===== src/rtl/mtm_alu_pkg.sv =====
// Shared definitions for the serial ALU frame controller: opcodes, FSM states,
// error response bytes and the frame/response CRC functions.
package mtm_alu_pkg;

  localparam logic [2:0] OP_AND = 3'b000;
  localparam logic [2:0] OP_OR  = 3'b001;
  localparam logic [2:0] OP_ADD = 3'b100;
  localparam logic [2:0] OP_SUB = 3'b101;

  // Error bytes are {1'b1, flags6, even parity}.
  localparam logic [7:0] ERR_DATA = 8'hC9;
  localparam logic [7:0] ERR_CRC  = 8'hA5;
  localparam logic [7:0] ERR_OP   = 8'h93;

  typedef enum logic [2:0] {
    S_COLLECT,
    S_CHECK,
    S_RUN,
    S_TX_RES,
    S_TX_ERR
  } state_e;

  function automatic logic op_is_valid(input logic [2:0] op);
    return (op == OP_AND) || (op == OP_OR) || (op == OP_ADD) || (op == OP_SUB);
  endfunction

  // x^4+x+1, init 0, MSB first over {A, B, 1'b1, OP}.
  function automatic logic [3:0] crc4_d68(input logic [67:0] d);
    logic [3:0] c;
    logic       fb;
    c = '0;
    for (int i = 67; i >= 0; i--) begin
      fb = c[3] ^ d[i];
      c  = {c[2], c[1], c[0] ^ fb, fb};
    end
    return c;
  endfunction

  // x^3+x+1, init 0, MSB first over {C, 1'b0, flags}.
  function automatic logic [2:0] crc3_d37(input logic [36:0] d);
    logic [2:0] c;
    logic       fb;
    c = '0;
    for (int i = 36; i >= 0; i--) begin
      fb = c[2] ^ d[i];
      c  = {c[1], c[0] ^ fb, fb};
    end
    return c;
  endfunction

endpackage


===== src/rtl/mtm_alu_ctrl_txseq.sv =====
// Response sequencer: emits either five result bytes (C then CTL with CRC3)
// or a single error CTL byte, holding each byte until the serializer accepts it.
module mtm_alu_ctrl_txseq
  import mtm_alu_pkg::*;
(
  input  logic        clk,
  input  logic        rst,
  input  logic        load,
  input  logic        mode_err,
  input  logic [31:0] res_c,
  input  logic [3:0]  res_flags,
  input  logic [7:0]  err_byte,
  input  logic        tx_ready,
  output logic        tx_valid,
  output logic [7:0]  tx_data,
  output logic        tx_is_ctl,
  output logic        done
);

  logic [39:0] shreg_q;
  logic [2:0]  left_q;
  logic        accept;

  assign accept = tx_valid & tx_ready;

  // NOTE: sequential state uses non-blocking assignments so every register
  // samples pre-edge values regardless of process ordering.
  always_ff @(posedge clk or posedge rst) begin
    if (rst) begin
      shreg_q <= '0;
      left_q  <= '0;
    end else if (load) begin
      if (mode_err) begin
        shreg_q <= {err_byte, 32'h0};
        left_q  <= 3'd1;
      end else begin
        shreg_q <= {res_c, 1'b0, res_flags, crc3_d37({res_c, 1'b0, res_flags})};
        left_q  <= 3'd5;
      end
    end else if (accept) begin
      shreg_q <= {shreg_q[31:0], 8'h00};
      left_q  <= left_q - 3'd1;
    end
  end

  // The final byte of either response is always the CTL byte.
  assign tx_valid  = (left_q != 3'd0);
  assign tx_data   = shreg_q[39:32];
  assign tx_is_ctl = (left_q == 3'd1);
  assign done      = accept && (left_q == 3'd1);

endmodule


===== src/rtl/mtm_alu_ctrl.sv =====
// Frame controller for the serial ALU: collects 8 DATA + 1 CTL byte, validates
// length/CRC4/opcode, runs the core and sequences the response. Optional macro: ALU_CTRL_TIMEOUT_EN.
module mtm_alu_ctrl
  import mtm_alu_pkg::*;
#(
  parameter int TIMEOUT_CYCLES = 10000
) (
  input  logic        clk,
  input  logic        rst,
  input  logic        rx_valid,
  input  logic [7:0]  rx_data,
  input  logic        rx_is_ctl,
  output logic        rx_ready,
  output logic        alu_start,
  output logic [31:0] alu_a,
  output logic [31:0] alu_b,
  output logic [2:0]  alu_op,
  input  logic        alu_done,
  input  logic [31:0] alu_result,
  input  logic [3:0]  alu_flags,
  output logic        tx_valid,
  output logic [7:0]  tx_data,
  output logic        tx_is_ctl,
  input  logic        tx_ready,
  output logic        busy
);

  state_e      state_q, state_d;
  logic [63:0] data_q;
  logic [3:0]  count_q;
  logic [2:0]  op_q;
  logic [3:0]  crc_q;
  logic        len_ok_q;
  logic        run_issued_q;

  logic        rx_take;
  logic        crc_ok;
  logic        frame_ok;
  logic [7:0]  err_byte;
  logic        seq_load;
  logic        seq_mode_err;
  logic        seq_done;
  logic        timeout;

  assign rx_take  = rx_valid && (state_q == S_COLLECT);
  assign crc_ok   = (crc4_d68({data_q, 1'b1, op_q}) == crc_q);
  assign frame_ok = len_ok_q && crc_ok && op_is_valid(op_q);
  assign err_byte = !len_ok_q ? ERR_DATA : (!crc_ok ? ERR_CRC : ERR_OP);

`ifdef ALU_CTRL_TIMEOUT_EN
  localparam int TW = $clog2(TIMEOUT_CYCLES + 1);
  logic [TW-1:0] idle_q;

  // Fires on the TIMEOUT_CYCLES-th consecutive idle cycle of a partial frame.
  assign timeout = (state_q == S_COLLECT) && (count_q != 4'd0) && !rx_valid
                   && (idle_q == TW'(TIMEOUT_CYCLES - 1));

  always_ff @(posedge clk or posedge rst) begin
    if (rst) begin
      idle_q <= '0;
    end else if ((state_q != S_COLLECT) || (count_q == 4'd0) || rx_valid || timeout) begin
      idle_q <= '0;
    end else begin
      idle_q <= idle_q + TW'(1);
    end
  end
`else
  logic unused_timeout_cfg;
  assign unused_timeout_cfg = (TIMEOUT_CYCLES > 0);
  assign timeout = 1'b0;
`endif

  always_ff @(posedge clk or posedge rst) begin
    if (rst) state_q <= S_COLLECT;
    else     state_q <= state_d;
  end

  always_ff @(posedge clk or posedge rst) begin
    if (rst) begin
      data_q       <= '0;
      count_q      <= '0;
      op_q         <= '0;
      crc_q        <= '0;
      len_ok_q     <= 1'b0;
      run_issued_q <= 1'b0;
      alu_a        <= '0;
      alu_b        <= '0;
      alu_op       <= '0;
    end else begin
      run_issued_q <= (state_q == S_RUN);
      if (timeout) begin
        data_q  <= '0;
        count_q <= '0;
      end else if (rx_take && !rx_is_ctl) begin
        data_q <= {data_q[55:0], rx_data};
        if (count_q != 4'd9) count_q <= count_q + 4'd1;
      end else if (rx_take && rx_is_ctl) begin
        op_q     <= rx_data[6:4];
        crc_q    <= rx_data[3:0];
        len_ok_q <= (count_q == 4'd8);
        count_q  <= '0;
      end
      // Operands are held from one start until the next.
      if ((state_q == S_CHECK) && frame_ok) begin
        alu_a  <= data_q[63:32];
        alu_b  <= data_q[31:0];
        alu_op <= op_q;
      end
    end
  end

  // NOTE: every combinational output gets a default before the case so no
  // path leaves it unassigned, which would infer a latch.
  always_comb begin
    state_d = state_q;
    unique case (state_q)
      S_COLLECT: if (rx_take && rx_is_ctl) state_d = S_CHECK;
      S_CHECK:   state_d = frame_ok ? S_RUN : S_TX_ERR;
      S_RUN:     if (alu_done) state_d = S_TX_RES;
      S_TX_RES,
      S_TX_ERR:  if (seq_done) state_d = S_COLLECT;
      default:   state_d = S_COLLECT;
    endcase
  end

  always_comb begin
    rx_ready     = (state_q == S_COLLECT);
    busy         = (state_q != S_COLLECT);
    alu_start    = (state_q == S_RUN) && !run_issued_q;
    seq_load     = ((state_q == S_RUN) && alu_done) || ((state_q == S_CHECK) && !frame_ok);
    seq_mode_err = (state_q == S_CHECK);
  end

  mtm_alu_ctrl_txseq u_txseq (
    .clk       (clk),
    .rst       (rst),
    .load      (seq_load),
    .mode_err  (seq_mode_err),
    .res_c     (alu_result),
    .res_flags (alu_flags),
    .err_byte  (err_byte),
    .tx_ready  (tx_ready),
    .tx_valid  (tx_valid),
    .tx_data   (tx_data),
    .tx_is_ctl (tx_is_ctl),
    .done      (seq_done)
  );

endmodule


===== config.mk =====
export PLATFORM = sky130hd
export DESIGN_NAME = mtm_alu_ctrl
export DESIGN_NICKNAME = d
export VERILOG_FILES = /design/src/rtl/mtm_alu_pkg.sv /design/src/rtl/mtm_alu_ctrl_txseq.sv /design/src/rtl/mtm_alu_ctrl.sv
export SDC_FILE = /design/constraint.sdc
export NUM_CORES = 1
export LEC_CHECK = 0
export ABC_AREA = 1
export CORE_ASPECT_RATIO = 0.6
export CORE_MARGIN = 10
export CORE_UTILIZATION = 60
export DETAILED_ROUTE_END_ITERATION = 7
export PLACE_DENSITY_LB_ADDON = 0.12
export SLEW_MARGIN = 20
export SYNTH_ARGS = -nofsm -noshare
export SYNTH_HDL_FRONTEND = slang
export SYNTH_SLANG_ARGS = --single-unit
export TNS_END_PERCENT = 10

===== constraint.sdc =====
create_clock -name clk -period 12.3 [get_ports clk]
set_input_delay 3.075 -clock clk [delete_from_list [all_inputs] [get_ports clk]]
set_output_delay 3.075 -clock clk [all_outputs]
set_load 0.02 [all_outputs]

# [Word-level counts from Yosys, hierarchy flattened]
# Index checks and enable logic that the tools add are counted.
[totals] regBits=190 input_bits=50 out_inout_bits=80 word_cells=276
[classes] addsub=2 n_eq_ne=15 n_mux=16 bitwise_logic=204 n_reduce_logical=27
[op_table] cell="1-bit bitwise XOR" count=201
[op_table] cell="40-bit 2-to-1 mux" count=3
[op_table] cell="3-bit 2-to-1 mux" count=7
[op_table] cell="4-bit 2-to-1 mux" count=3
[op_table] cell="3-bit one-hot mux with 4 select lines" count=1
[op_table] cell="1-bit logical AND" count=10
[op_table] cell="3-bit by 1-bit equality test with 1-bit output (second input constant)" count=3
[op_table] cell="3-bit equality test (second input constant)" count=3
[op_table] cell="7-bit 2-to-1 mux" count=1
[op_table] cell="3-bit by 2-bit equality test with 1-bit output (second input constant)" count=2
[op_table] cell="3-bit zero test" count=2
[op_table] cell="6-bit 2-to-1 mux" count=1
[op_table] cell="3-bit nonzero test" count=2
[op_table] cell="4-bit by 1-bit adder with 4-bit output (second input constant)" count=1
[op_table] cell="4-bit equality test" count=1
[op_table] cell="4-bit equality test (second input constant)" count=1
[op_table] cell="1-bit logical OR" count=4
[op_table] cell="2-bit by 1-bit != test with 1-bit output (second input constant)" count=2
[op_table] cell="2-bit != test (second input constant)" count=2
[op_table] cell="4-bit != test (second input constant)" count=1
[op_table] cell="2-bit AND reduction" count=2
[op_table] cell="2-bit nonzero test" count=2
[op_table] cell="1-bit zero test" count=3
[op_table] cell="3-bit AND reduction" count=1
[op_table] cell="4 further kinds" count=5

# [Depth between registers and ports, before layout]
# Gate-level depths: netlist of the first run.
[depth] depth_word=52 ltp_mapped=79 ltp_nobuf=77

# [By module]
# Synthesis of the first run repeated with hierarchy kept, for this count alone.
[unflattened] hier_cells=1619 hier_area_um2=11685.0
[modules_own_cells] mod="mtm_alu_ctrl" instances=1 cells_per_inst=1141 area_each_um2=8404.3 seq_area_each_um2=3678.5
[modules_own_cells] mod="mtm_alu_ctrl_txseq" instances=1 cells_per_inst=478 area_each_um2=3280.6 seq_area_each_um2=1051.0

# [Worst setup path after synthesis of the first run]
# Ideal clock, no wire load.
[synth_timing] kind="input port to flip-flop" startpoint="input alu_result[28]" endpoint="register u_txseq.shreg_q[1]" setup_ps=126 arrival_time_ps=7448 slack_ps=4725 path_stages=24 n_path_buf=0 cell_sequence="xnor2_1 xnor2_1 xor2_1 xnor2_1 xor2_1 xor2_1 xnor2_1 xnor2_1 xor2_1 xor2_1 xnor2_1 xnor2_1 xor2_1 xor2_1 xor2_1 xnor2_1 xnor2_1 xor2_1 xor2_1 xor2_1 xor2_1 inv_1 o21ai_0 o22ai_1"
[synth_via] elab_chain_cells=36
[synth_lines] item="from (decl)" line_no="mtm_alu_ctrl.sv:19" rtl="input logic [31:0] alu_result,"
[synth_lines] item="1-bit bitwise XOR *" line_no="mtm_alu_pkg.sv:45" rtl="fb = c[2] ^ d[i];"
[synth_lines] item="1-bit bitwise XOR" line_no="mtm_alu_pkg.sv:46" rtl="c = {c[1], c[0] ^ fb, fb};"
[synth_lines] item="1-bit bitwise XOR" line_no="mtm_alu_pkg.sv:45"
[synth_lines] item="1-bit bitwise XOR" line_no="mtm_alu_pkg.sv:46"
[synth_lines] item="1-bit bitwise XOR" line_no="mtm_alu_pkg.sv:45"
[synth_lines] item="1-bit bitwise XOR" line_no="mtm_alu_pkg.sv:46"
[synth_lines] item="1-bit bitwise XOR" line_no="mtm_alu_pkg.sv:45"
[synth_lines] item="1-bit bitwise XOR" line_no="mtm_alu_pkg.sv:46"
[synth_lines] item="(+20 left out)"
[synth_lines] item="1-bit bitwise XOR" line_no="mtm_alu_pkg.sv:45"
[synth_lines] item="1-bit bitwise XOR" line_no="mtm_alu_pkg.sv:46"
[synth_lines] item="1-bit bitwise XOR" line_no="mtm_alu_pkg.sv:45"
[synth_lines] item="1-bit bitwise XOR" line_no="mtm_alu_pkg.sv:46"
[synth_lines] item="1-bit bitwise XOR" line_no="mtm_alu_pkg.sv:45"
[synth_lines] item="1-bit bitwise XOR *" line_no="mtm_alu_pkg.sv:46"
[synth_lines] item="40-bit 2-to-1 mux *" line_no="mtm_alu_ctrl_txseq.sv:33" rtl="if (mode_err) begin"
[synth_lines] item="40-bit 2-to-1 mux *" line_no="mtm_alu_ctrl_txseq.sv:32" rtl="end else if (load) begin"
[synth_lines] item="to (signal assigned)" line_no="mtm_alu_ctrl_txseq.sv:34" rtl="shreg_q <= {err_byte, 32'h0};"
[synth_lines] item="to (signal assigned)" line_no="mtm_alu_ctrl_txseq.sv:37" rtl="shreg_q <= {res_c, 1'b0, res_flags, crc3_d37({res_c, 1'b0, res_flags})};"
[synth_lines] item="to (signal assigned)" line_no="mtm_alu_ctrl_txseq.sv:41" rtl="shreg_q <= {shreg_q[31:0], 8'h00};"
[synth_lines] item="to (decl)" line_no="mtm_alu_ctrl_txseq.sv:20" rtl="logic [39:0] shreg_q;"
# Every way passes the cells marked *; elsewhere a longest branch is shown, timed or not.
# A chain may end at the register's enable or synchronous reset.

# [Worst setup path in the final report of the first run]
[layout_timing] startpoint="register data_q[62]" endpoint="register alu_b[30]"
[layout_via] elab_chain_cells=49
[layout_lines] item="from (decl)" line_no="mtm_alu_ctrl.sv:29" rtl="logic [63:0] data_q;"
[layout_lines] item="from (signal assigned)" line_no="mtm_alu_ctrl.sv:95" rtl="data_q <= {data_q[55:0], rx_data};"
[layout_lines] item="1-bit bitwise XOR" line_no="mtm_alu_pkg.sv:34" rtl="c = {c[2], c[1], c[0] ^ fb, fb};"
[layout_lines] item="1-bit bitwise XOR" line_no="mtm_alu_pkg.sv:33" rtl="fb = c[3] ^ d[i];"
[layout_lines] item="1-bit bitwise XOR" line_no="mtm_alu_pkg.sv:34"
[layout_lines] item="1-bit bitwise XOR" line_no="mtm_alu_pkg.sv:33"
[layout_lines] item="1-bit bitwise XOR" line_no="mtm_alu_pkg.sv:34"
[layout_lines] item="1-bit bitwise XOR" line_no="mtm_alu_pkg.sv:33"
[layout_lines] item="1-bit bitwise XOR" line_no="mtm_alu_pkg.sv:34"
[layout_lines] item="1-bit bitwise XOR" line_no="mtm_alu_pkg.sv:33"
[layout_lines] item="(+32 left out)"
[layout_lines] item="1-bit bitwise XOR" line_no="mtm_alu_pkg.sv:34"
[layout_lines] item="1-bit NOT (no line)"
[layout_lines] item="1-bit bitwise XOR" line_no="mtm_alu_pkg.sv:34"
[layout_lines] item="1-bit bitwise XOR" line_no="mtm_alu_pkg.sv:33"
[layout_lines] item="1-bit bitwise XOR" line_no="mtm_alu_pkg.sv:34"
[layout_lines] item="4-bit equality test *" line_no="mtm_alu_ctrl.sv:46" rtl="assign crc_ok = (crc4_d68({data_q, 1'b1, op_q}) == crc_q);"
[layout_lines] item="1-bit logical AND * (2 in a row)" line_no="mtm_alu_ctrl.sv:47" rtl="assign frame_ok = len_ok_q && crc_ok && op_is_valid(op_q);"
[layout_lines] item="1-bit logical AND *" line_no="mtm_alu_ctrl.sv:104" rtl="if ((state_q == S_CHECK) && frame_ok) begin"
[layout_lines] item="to (signal assigned)" line_no="mtm_alu_ctrl.sv:106" rtl="alu_b <= data_q[31:0];"
[layout_lines] item="to (decl)" line_no="mtm_alu_ctrl.sv:16" rtl="output logic [31:0] alu_b,"
# Marks and branches as above.

==> summary.md, run 1 <==
| Metric | Value |
|---|---|
| R2R Path Start | `data_q[62]` |
| CTS sink count | `189` |
| Hold Path End | `u_txseq.shreg_q[31]` |
| Final hold vios | `0` |
| Reg2reg end | `alu_b[30]` |
| Max-Cap Viols | `0` |
| Worst Reg-to-Reg Cells | `70` |
| CTS buffer count | `17` |
| Starting density of the core | `60.9%` |
| Post-synth cell types | `40` |
| Worst Path Required | `12660 ps` |
| Worst-path fanout max | `76` |
| Ant. Diodes | `0` |
| Clk_skew | `7.02 ps` |
| Max Root-Sink Buffers | `2` |
| Dominant cell type by area after synthesis | `dfrtp_1` |
| Routability Congestion | `0.880` |
| Area added between synthesis and finish | `15.2%` |
| M2 GR Usage | `32.7%` |
| Final Slew Violations | `0` |
| Vias/cell | `5.38` |
| Clk Latency, worst-skew pair | `440 ps` |
| Syn Inst Count | `1538` |
| Syn Area/Cell | `7.49 sq um` |
| 1st-pass router iterations | `6` |
| Synth Area in Compound Gates | `9.31%` |
| Yosys warning total | `0` |
| Post-Syn Nets | `1594` |
| Pin count of the biggest net entering global routing | `127` |
| GR peak layer | `met1` |
| Worst Tran Pin Value | `1040 ps` |
| Routed WL per cell | `15.2 um` |
| Adder-Cell Fraction of Synth Area | `0.652%` |
| Vias in the first global route | `9441` |
| Detail Route Antenna Nets | `0` |
| Most used flip-flop cell after synthesis | `dfrtp_1` |
| Met1 usage | `34.3%` |
| Clk root buf | `clkbuf_16` |
| Worst hold path class | `reg -> reg` |
| Crit path largest cell delay | `830 ps` |
| Post-synth EDFFs | `0` |
| Area contributors post-synth | `dfrtp_1 (41%), nand2_1 (16%), nand3_1 (7.7%)` |
| Die Wd | `199 um` |
| Critical path's most frequent cell | `nand2_1` |
| Worst Setup End Kind | `register` |
| Nets | `1693` |
| RSZ-0062 raised after global routing | `false` |
| Filler instances | `1583` |
| Die H | `127 um` |
| Flop2flop setup slack | `3750 ps` |
| Drt drc | `0` |
| Tot GR Track Use | `22.9%` |
| Yosys top cell area share | `41.1%` |
| Htree depth | `4` |
| Total grt overflow | `0` |
| Main combinational cell family by area after synthesis | `simple AND/OR/NAND/NOR gates` |
| Cts hold-fix bufs | `0` |
| Slew margin rel. | `30.9%` |
| Final min period | `8550 ps` |
| I/O Buffers | `129` |
| Status | `completed` |
| I/O pin cnt | `130` |
| CP max-delay cell | `buf_4` |
| Std cell rows | `39` |
| Routed WL | `28.8 mm` |
| Post-synthesis cell area | `0.0115 sq mm` |
| Post_cts resized | `0` |
| Clk pin slew, worst setup/hold paths | `70 ps` |
| First-pass GRT wire length | `47.6 mm` |
| Max Clk Rate | `0.117 GHz` |
| Simple logic cell fraction of the synthesized area | `33.7%` |
| HPWL Detailed | `21.5 mm` |
| Setup bufs post-CTS | `0` |
| Core box area | `0.0189 sq mm` |
| CP Data Arrival Time | `8910 ps` |
| Multiplexer area fraction after synthesis | `0%` |
| Register bit total from synthesis | `189` |
| Fraction of layout cells with a size suffix above 1 | `12.5%` |
| Tcrit/Tclk final | `69.5%` |
| Synth Area in XOR/XNOR | `4.94%` |
| Sequential area share after synthesis | `41.1%` |
| WHS Path Cells | `2` |
| Met3 usage | `5.72%` |
| First DRT Iteration DRCs | `1040` |
| CTS tree | `built` |
| Startpoint types | `register` |
| Full die area | `0.0253 sq mm` |
| Setup TNS | `0 ps` |
| HP Start | `u_txseq.shreg_q[31]` |
| Antenna violations before repair | `0` |
| Total number of vias | `10200` |
| Number of setup violations in the final report | `0` |
| Ys async rst share | `100%` |
| Worst setup path class | `reg -> reg` |
## flip-flops by register name (all words and copies together), names as in the netlist
signal,flops
op_q,3
len_ok_q,1
data_q,64
u_txseq.shreg_q,39
alu_b,32
crc_q,4
alu_op,3
u_txseq.left_q,3
count_q,4
alu_a,32
run_issued_q,1
state_q,3
## critical path, delay by kind of cell (launching register included)
family                 cells  cell delay, ps
AO/OA/AOI/OAI              1             150
AND/OR/NAND/NOR           58            6290
buffers and inverters     11            1540
flip-flops                 1             440
## cell usage in the layout (no fill, tap or decap), types with 2 or more instances in the layout
cell,n
clkinv_4,6
nor2_4,2
inv_1,160
buf_4,8
nand2_4,4
clkinv_1,3
a22oi_1,2
nand3_2,13
nor2_2,3
nand2_1,489
dfrtp_1,189
a21oi_1,11
clkinvlp_4,2
clkdlybuf4s50_1,129
clkbuf_16,17
inv_2,20
clkbuf_1,2
o21ai_1,6
nor2_1,90
clkbuf_8,2
o22ai_1,6
xor2_1,39
ha_1,6
or2_2,2
nand2_2,62
nand3_1,178
nand4_1,22
o21ai_0,80
xnor2_1,26
a21oi_2,58
## final cells by class
class	instances	area (sq um)	share of cell area, %
Timing Repair Buffer	137	1350	10.2
Clock buffer	21	460	3.47
Inverter	184	698	5.26
Tap cell	246	308	2.32
Sequential cell	189	4730	35.7
Clock inverter	11	111	0.839
Multi-Input combinational cell	1108	5610	42.3
## metrics by stage
| stage | utilization [%] | instance area (sq um) | setup WS, ps | hold WS [ps] | instances |
|---|---|---|---|---|---|
| 2_1_floorplan | - | 11500 | 4080 | 441 | 1538 |
| 4_1_cts | 70.1 | 13300 | 3860 | 486 | 1896 |
| 3_5_place_dp | 67.1 | 12700 | 3610 | 463 | 1864 |
| 5_1_grt | 70.1 | 13300 | 2630 | 503 | 1896 |
| 6_report | 70.1 | 13300 | 3750 | 487 | 1896 |
| 3_3_place_gp | 67.1 | 12700 | 3850 | 456 | 1864 |
## worst max path at each step
stage                   startpoint            endpoint  slack, ps  cells past startpoint
floorplan                      rst            alu_a[0]       4080                      1
global placement    alu_result[28]  u_txseq.shreg_q[1]       3850                     25
detailed placement  alu_result[28]  u_txseq.shreg_q[1]       3610                     25
CTS                     data_q[62]           alu_b[30]       3860                     70
global route            data_q[62]            alu_a[5]       2630                     70
finish                  data_q[62]           alu_b[30]       3750                     70
## logic make-up (layout without fill, tap and decap cells)
kind of cell	count (synthesis)	in the layout
AO/OA/AOI/OAI	166	166
flip-flops	189	189
buffers and inverters	241	353
AND/OR/NAND/NOR	871	871
XOR/XNOR	65	65
adder cells (fa/ha/maj)	6	6
## metal layers
metal	share of wire, %	vias to the layer above
met5	0	-
met4	0.97	0
met3	8.1	28
met2	43	385
met1	48	4735
li1	-	5055
## cell usage after synthesis (4+ instances only)
library cell	instances
a21oi_1	11
a21oi_2	58
buf_12	6
buf_2	4
buf_4	12
buf_6	9
buf_8	4
clkbuf_1	17
dfrtp_1	189
ha_1	6
inv_1	161
inv_2	20
nand2_1	489
nand2_2	62
nand2_4	4
nand3_1	178
nand3_2	13
nand4_1	22
nor2_1	91
o21ai_0	80
o21ai_1	6
o22ai_1	6
xnor2_1	26
xor2_1	39
Power of run 1 is not shown: default switching activity piles up to over one toggle a cycle in this logic, so the estimate is an artifact.
==> run 2, diff against run 1 <==
CORE_UTILIZATION = 57   (was 60)
clock period = 8.2 ns   (was 12.3 ns; I/O delays follow)
==> run 2 against run 1 <==
  * Clock-buffer cell count grew 1
  * Final cell count grew 1.5%
  * Wire length grew 1.1%
  * Cell area grew 1.4%
==> summary.md, run 2 (same netlist as run 1, synthesis figures left out) <==
| Metric | Value |
|---|---|
| Status | `completed` |
| Worst setup path class | `in -> reg` |
| Slew margin rel. | `35.8% (+4.9 points)` |
| Post-route cell area | `0.0134 sq mm (+1.4%)` |
| 1st-pass router iterations | `7 (+1)` |
| Worst Path Required | `8510 ps (-4150 ps)` |
| Vias/cell | `5.25 (-2.4%)` |
| Core box area | `0.0199 sq mm (+5.2%)` |
| Final Slew Violations | `0 (unchanged)` |
| Largest register FFs | `64 (unchanged)` |
| Final min period | `7340 ps` |
| Htree depth | `4 (unchanged)` |
| Post_cts resized | `0 (unchanged)` |
| Biggest regs | `data_q x64, u_txseq.shreg_q x39` |
| Vias in the first global route | `9336 (-1.1%)` |
| Dpl cells | `1892 (+1.5%)` |
| Worst-path fanout max | `3 (-96%)` |
| Clk Latency, worst-skew pair | `440 ps (about the same)` |
| I/O pin cnt | `130 (unchanged)` |
| Die Wd | `204 um (+2.3%)` |
| First DRT Iteration DRCs | `807 (-22%)` |
| Post-route insts no fill | `1924 (+1.5%)` |
| CTS buffer count | `17 (unchanged)` |
| Max Clk Rate | `0.136 GHz` |
| Final hold vios | `0 (unchanged)` |
| Number of setup violations in the final report | `0 (unchanged)` |
| Hold Slack | `481 ps (-5.91 ps)` |
| Clk root buf | `clkbuf_16` |
| Worst Setup End Kind | `register` |
| Starting density of the core | `57.8% (-3.0 points)` |
| Nets | `1694 (+0.059%)` |
| Total number of vias | `10100 (-0.96%)` |
| Max Root-Sink Buffers | `2 (unchanged)` |
| Cts hold-fix bufs | `0 (unchanged)` |
| Most frequent cells in the layout | `nand2_1 (489), dfrtp_1 (189), nand3_1 (178), inv_1 (160), clkdlybuf4s50_1 (129)` |
| Tot GR Track Use | `21.9% (-1.0 points)` |
| Setup bufs post-CTS | `0 (unchanged)` |
| Worst Tran Pin Value | `963 ps (-73.8 ps)` |
| Std cell rows | `40 (+2.6%)` |
| Antenna violations before repair | `0 (unchanged)` |
| Placed Area | `0.0127 sq mm (+0.42%)` |
| Full die area | `0.0265 sq mm (+4.6%)` |
| Routability Congestion | `0.874 (-0.76%)` |
| RSZ-0062 raised after global routing | `true` |
| CP max-delay cell | `clkdlybuf4s50_1` |
| Worst hold path class | `reg -> reg` |
| CTS tree | `built` |
| First-pass GRT wire length | `46.9 mm (-1.4%)` |
| Fraction of layout cells with a size suffix above 1 | `12.6% (+0.11 points)` |
| Most flops, register | `data_q` |
| Startpoint types | `input pin` |
| Total grt overflow | `0 (unchanged)` |
| Filler instances | `1706 (+7.8%)` |
| Area added between synthesis and finish | `16.7%` |
| Critical path's most frequent cell | `xor2_1` |
| CP Data Arrival Time | `7650 ps (-1260 ps)` |
| Ant. Diodes | `0 (unchanged)` |
| Clk_skew | `13.4 ps (+6.37 ps)` |
| Final core occ | `67.5% (-2.6 points)` |
| Pin count of the biggest net entering global routing | `137 (+7.9%)` |
| Tcrit/Tclk final | `89.5%` |
| Commonest non-fill, non-tap cell in the layout | `nand2_1` |
| Max-Cap Viols | `0 (unchanged)` |
| Clk pin slew, worst setup/hold paths | `70 ps (about the same)` |
| Die H | `130 um (+2.2%)` |
| HPWL Detailed | `21.8 mm (+1.1%)` |
| Routed WL | `29.1 mm (+1.1%)` |
| Routed WL per cell | `15.1 um (-0.40%)` |
| Crit path largest cell delay | `490 ps (-340 ps)` |
| I/O Buffers | `129 (unchanged)` |
| Detail Route Antenna Nets | `0 (unchanged)` |
| CTS sink count | `189 (unchanged)` |
| Drt drc | `0 (unchanged)` |
run 2: final cells by class:
type | instances | area, sq um | area share (%)
Multi-Input combinational cell | 1108 | 5620 | 41.8
Sequential cell | 189 | 4730 | 35.2
Timing Repair Buffer | 138 | 1390 | 10.3
Inverter | 184 | 701 | 5.21
Clock buffer | 22 | 484 | 3.60
Tap cell | 273 | 342 | 2.54
Clock inverter | 10 | 183 | 1.36
run 2: worst max-delay path, delay by kind of cell:
kind	cells	cell delay, ps
XOR/XNOR	21	4760
AO/OA/AOI/OAI	2	260
buffers and inverters	2	570
run 2: per-layer routing:
layer	track usage [%]	wire length, um	vias to the layer above
met4	4.59	195	0
met5	0	0	-
li1	-	-	5086
met2	31.4	12300	316
met3	6.04	2370	21
met1	32.2	14300	4682
run 2: worst paths after layout:
check                                    startpoint  slack (ps)  cells past startpoint             endpoint
worst min-delay path            u_txseq.shreg_q[13]         480                      2  u_txseq.shreg_q[13]
worst max-delay path                 alu_result[28]         860                     25   u_txseq.shreg_q[1]
max in group asynchronous                       rst        4690                      3            data_q[4]
min in group asynchronous                       rst        2190                      2            alu_a[26]
worst max register to register           data_q[62]         860                     68            alu_b[12]
worst min register to register  u_txseq.shreg_q[13]         480                      2  u_txseq.shreg_q[13]
run 2: per-stage QoR:
stage	TNS, ps	worst slack (ps)
2_1_floorplan	0	1010
3_3_place_gp	0	719
3_5_place_dp	0	434
4_1_cts	0	821
5_1_grt	-122	-21.1
6_report	0	861
Power of run 2 is left out for the same reason.
==> run 3, diff against run 2 <==
CORE_UTILIZATION = 59   (was 57)
CTS_BUF_LIST = sky130_fd_sc_hd__clkbuf_8   (was default)
CTS_CLUSTER_SIZE = 40   (was default)
==> run 3 against run 2 <==
  * Clock-buffer cell count shrank 5
  * Critical path depth up 45
  * Worst setup slack improved by 81 ps
  * Largest cell class unchanged
==> summary.md, run 3 (same netlist as run 1, synthesis figures left out) <==
| Metric | Value |
|---|---|
| Worst Path Required | `8620 ps (+110 ps)` |
| Max Root-Sink Buffers | `2 (unchanged)` |
| Most frequent cells in the layout | `nand2_1 (487), dfrtp_1 (189), nand3_1 (178), inv_1 (160), clkdlybuf4s50_1 (129)` |
| Starting density of the core | `60.4% (+2.5 points)` |
| Fraction of layout cells with a size suffix above 1 | `13.0% (+0.39 points)` |
| Clk_skew | `18.4 ps (+4.98 ps)` |
| CP startpoint | `data_q[62]` |
| Status | `completed` |
| Std cell rows | `39 (-2.5%)` |
| Tcrit/Tclk final | `88.5% (-0.99 points)` |
| Antenna violations before repair | `0 (unchanged)` |
| CTS buffer count | `17 (unchanged)` |
| Total grt overflow | `0 (unchanged)` |
| Total number of vias | `10300 (+1.7%)` |
| Vias/cell | `5.35 (+1.9%)` |
| Setup TNS | `0 ps (unchanged)` |
| Area added between synthesis and finish | `15.3%` |
| I/O Buffers | `129 (unchanged)` |
| Critical Path Sink | `alu_a[26]` |
| Crit path largest cell delay | `450 ps (-40 ps)` |
| Tot GR Track Use | `22.1% (+0.15 points)` |
| Most flops, register | `data_q` |
| RSZ-0062 raised after global routing | `false` |
| Routed WL | `29.2 mm (+0.31%)` |
| Final hold vios | `0 (unchanged)` |
| Clk pin slew, worst setup/hold paths | `100 ps (+30 ps)` |
| Number of setup violations in the final report | `0 (unchanged)` |
| HPWL Detailed | `21.3 mm (-2.0%)` |
| I/O pin cnt | `130 (unchanged)` |
| Htree depth | `4 (unchanged)` |
| 1st-pass router iterations | `7 (unchanged)` |
| Worst hold path class | `reg -> reg` |
| Worst slack, placed | `567 ps (+133 ps)` |
| Full die area | `0.0257 sq mm (-3.0%)` |
| Final worst setup slack | `942 ps (+80.9 ps)` |
| Flop2flop setup slack | `940 ps (+80 ps)` |
| First DRT Iteration DRCs | `923 (+14%)` |
| Slew margin rel. | `28.8% (-7.0 points)` |
| Nets | `1698 (+0.24%)` |
| WHS Path Cells | `2 (unchanged)` |
| Pin count of the biggest net entering global routing | `135 (-1.5%)` |
| Worst-path fanout max | `67 (+64)` |
| Biggest regs | `data_q x64, u_txseq.shreg_q x39` |
| First-pass GRT wire length | `46.6 mm (-0.78%)` |
| Reg2reg end | `alu_a[26]` |
| Critical path's most frequent cell | `nand2_1` |
| Clk root buf | `clkbuf_8` |
| Die Wd | `200 um (-1.5%)` |
| Startpoint types | `register` |
| Detail Route Antenna Nets | `0 (unchanged)` |
| Drt drc | `0 (unchanged)` |
| CP max-delay cell | `dfrtp_1` |
| Ant. Diodes | `0 (unchanged)` |
| R2R Path Start | `data_q[62]` |
| Commonest non-fill, non-tap cell in the layout | `nand2_1` |
| Final min period | `7260 ps (-80.9 ps)` |
| Worst setup path class | `reg -> reg` |
| CP Data Arrival Time | `7680 ps (+30 ps)` |
| Worst Tran Pin Value | `1070 ps (+104 ps)` |
| Routability Congestion | `0.887 (+1.5%)` |
| CTS sink count | `189 (unchanged)` |
| Worst Setup End Kind | `register` |
| Max Clk Rate | `0.138 GHz (+1.1%)` |
| Largest register FFs | `64 (unchanged)` |
| Worst Reg-to-Reg Cells | `70 (+2.9%)` |
| CTS tree | `built` |
| Max-Cap Viols | `0 (unchanged)` |
| Final Slew Violations | `0 (unchanged)` |
| Routed WL per cell | `15.2 um (+0.47%)` |
| Clk Latency, worst-skew pair | `510 ps (+70 ps)` |
| Core box area | `0.0191 sq mm (-4.2%)` |
| Die H | `128 um (-1.4%)` |
| Vias in the first global route | `9111 (-2.4%)` |
-- run 3: cell count changes in the layout (fill, tap and decap cells not counted), sizes merged --
cell,before,now
bufinv,5,4
clkinvlp,0,4
clkinv,7,4
buf,9,11
inv,182,187
clkbuf,22,19
-- run 3: per-stage QoR --
stage | utilization (%) | std cells | hold WS [ps] | area (sq um)
2_1_floorplan | - | 1538 | 441 | 11500
3_3_place_gp | 66.7 | 1884 | 456 | 12700
3_5_place_dp | 66.7 | 1884 | 463 | 12700
4_1_cts | 69.1 | 1916 | 490 | 13200
5_1_grt | 69.7 | 1921 | 521 | 13300
6_report | 69.7 | 1921 | 488 | 13300
-- run 3: how the worst min path moves through the flow --
stage | slack (ps) | to | from
after floorplan | 440 | u_txseq.shreg_q[12] | u_txseq.shreg_q[12]
after global placement | 460 | u_txseq.shreg_q[13] | u_txseq.shreg_q[13]
after detailed placement | 460 | u_txseq.shreg_q[13] | u_txseq.shreg_q[13]
after CTS | 490 | u_txseq.shreg_q[12] | u_txseq.shreg_q[12]
after global routing | 520 | u_txseq.shreg_q[28] | u_txseq.shreg_q[28]
final | 490 | u_txseq.shreg_q[31] | u_txseq.shreg_q[31]
-- run 3: critical path, delay by kind of cell (launching register included) --
family | cells | cell delay (ps)
buffers and inverters | 7 | 790
AND/OR/NAND/NOR | 62 | 5790
AO/OA/AOI/OAI | 1 | 110
flip-flops | 1 | 450
-- run 3: metal layers --
layer  vias to the layer above  track usage [%]  wire length (um)  share of wire (%)
met4                         0             5.94               329                1.1
met2                       391             31.1             12200                 42
met5                         -                0                 0                  0
li1                       5074                -                 -                  -
met3                        24             4.67              2180                7.5
met1                      4788             33.2             14500                 50
-- run 3: layout make-up --
cell class	count	area, sq um
clock buffers	17	234
clock inverters	15	210
fillers	1554	5790
inverters	184	701
multi-input cells	1108	5630
flip-flops and latches	189	4730
well taps	266	333
repair buffers	142	1460
-- run 3: what timing repair did --
item | in CTS | in global routing
setup endpoints to repair | 0 | 103
buffers inserted | 0 | 3
hold buffers | 0 | 0
gates resized for setup | 0 | 10
Power of run 3 is left out for the same reason.
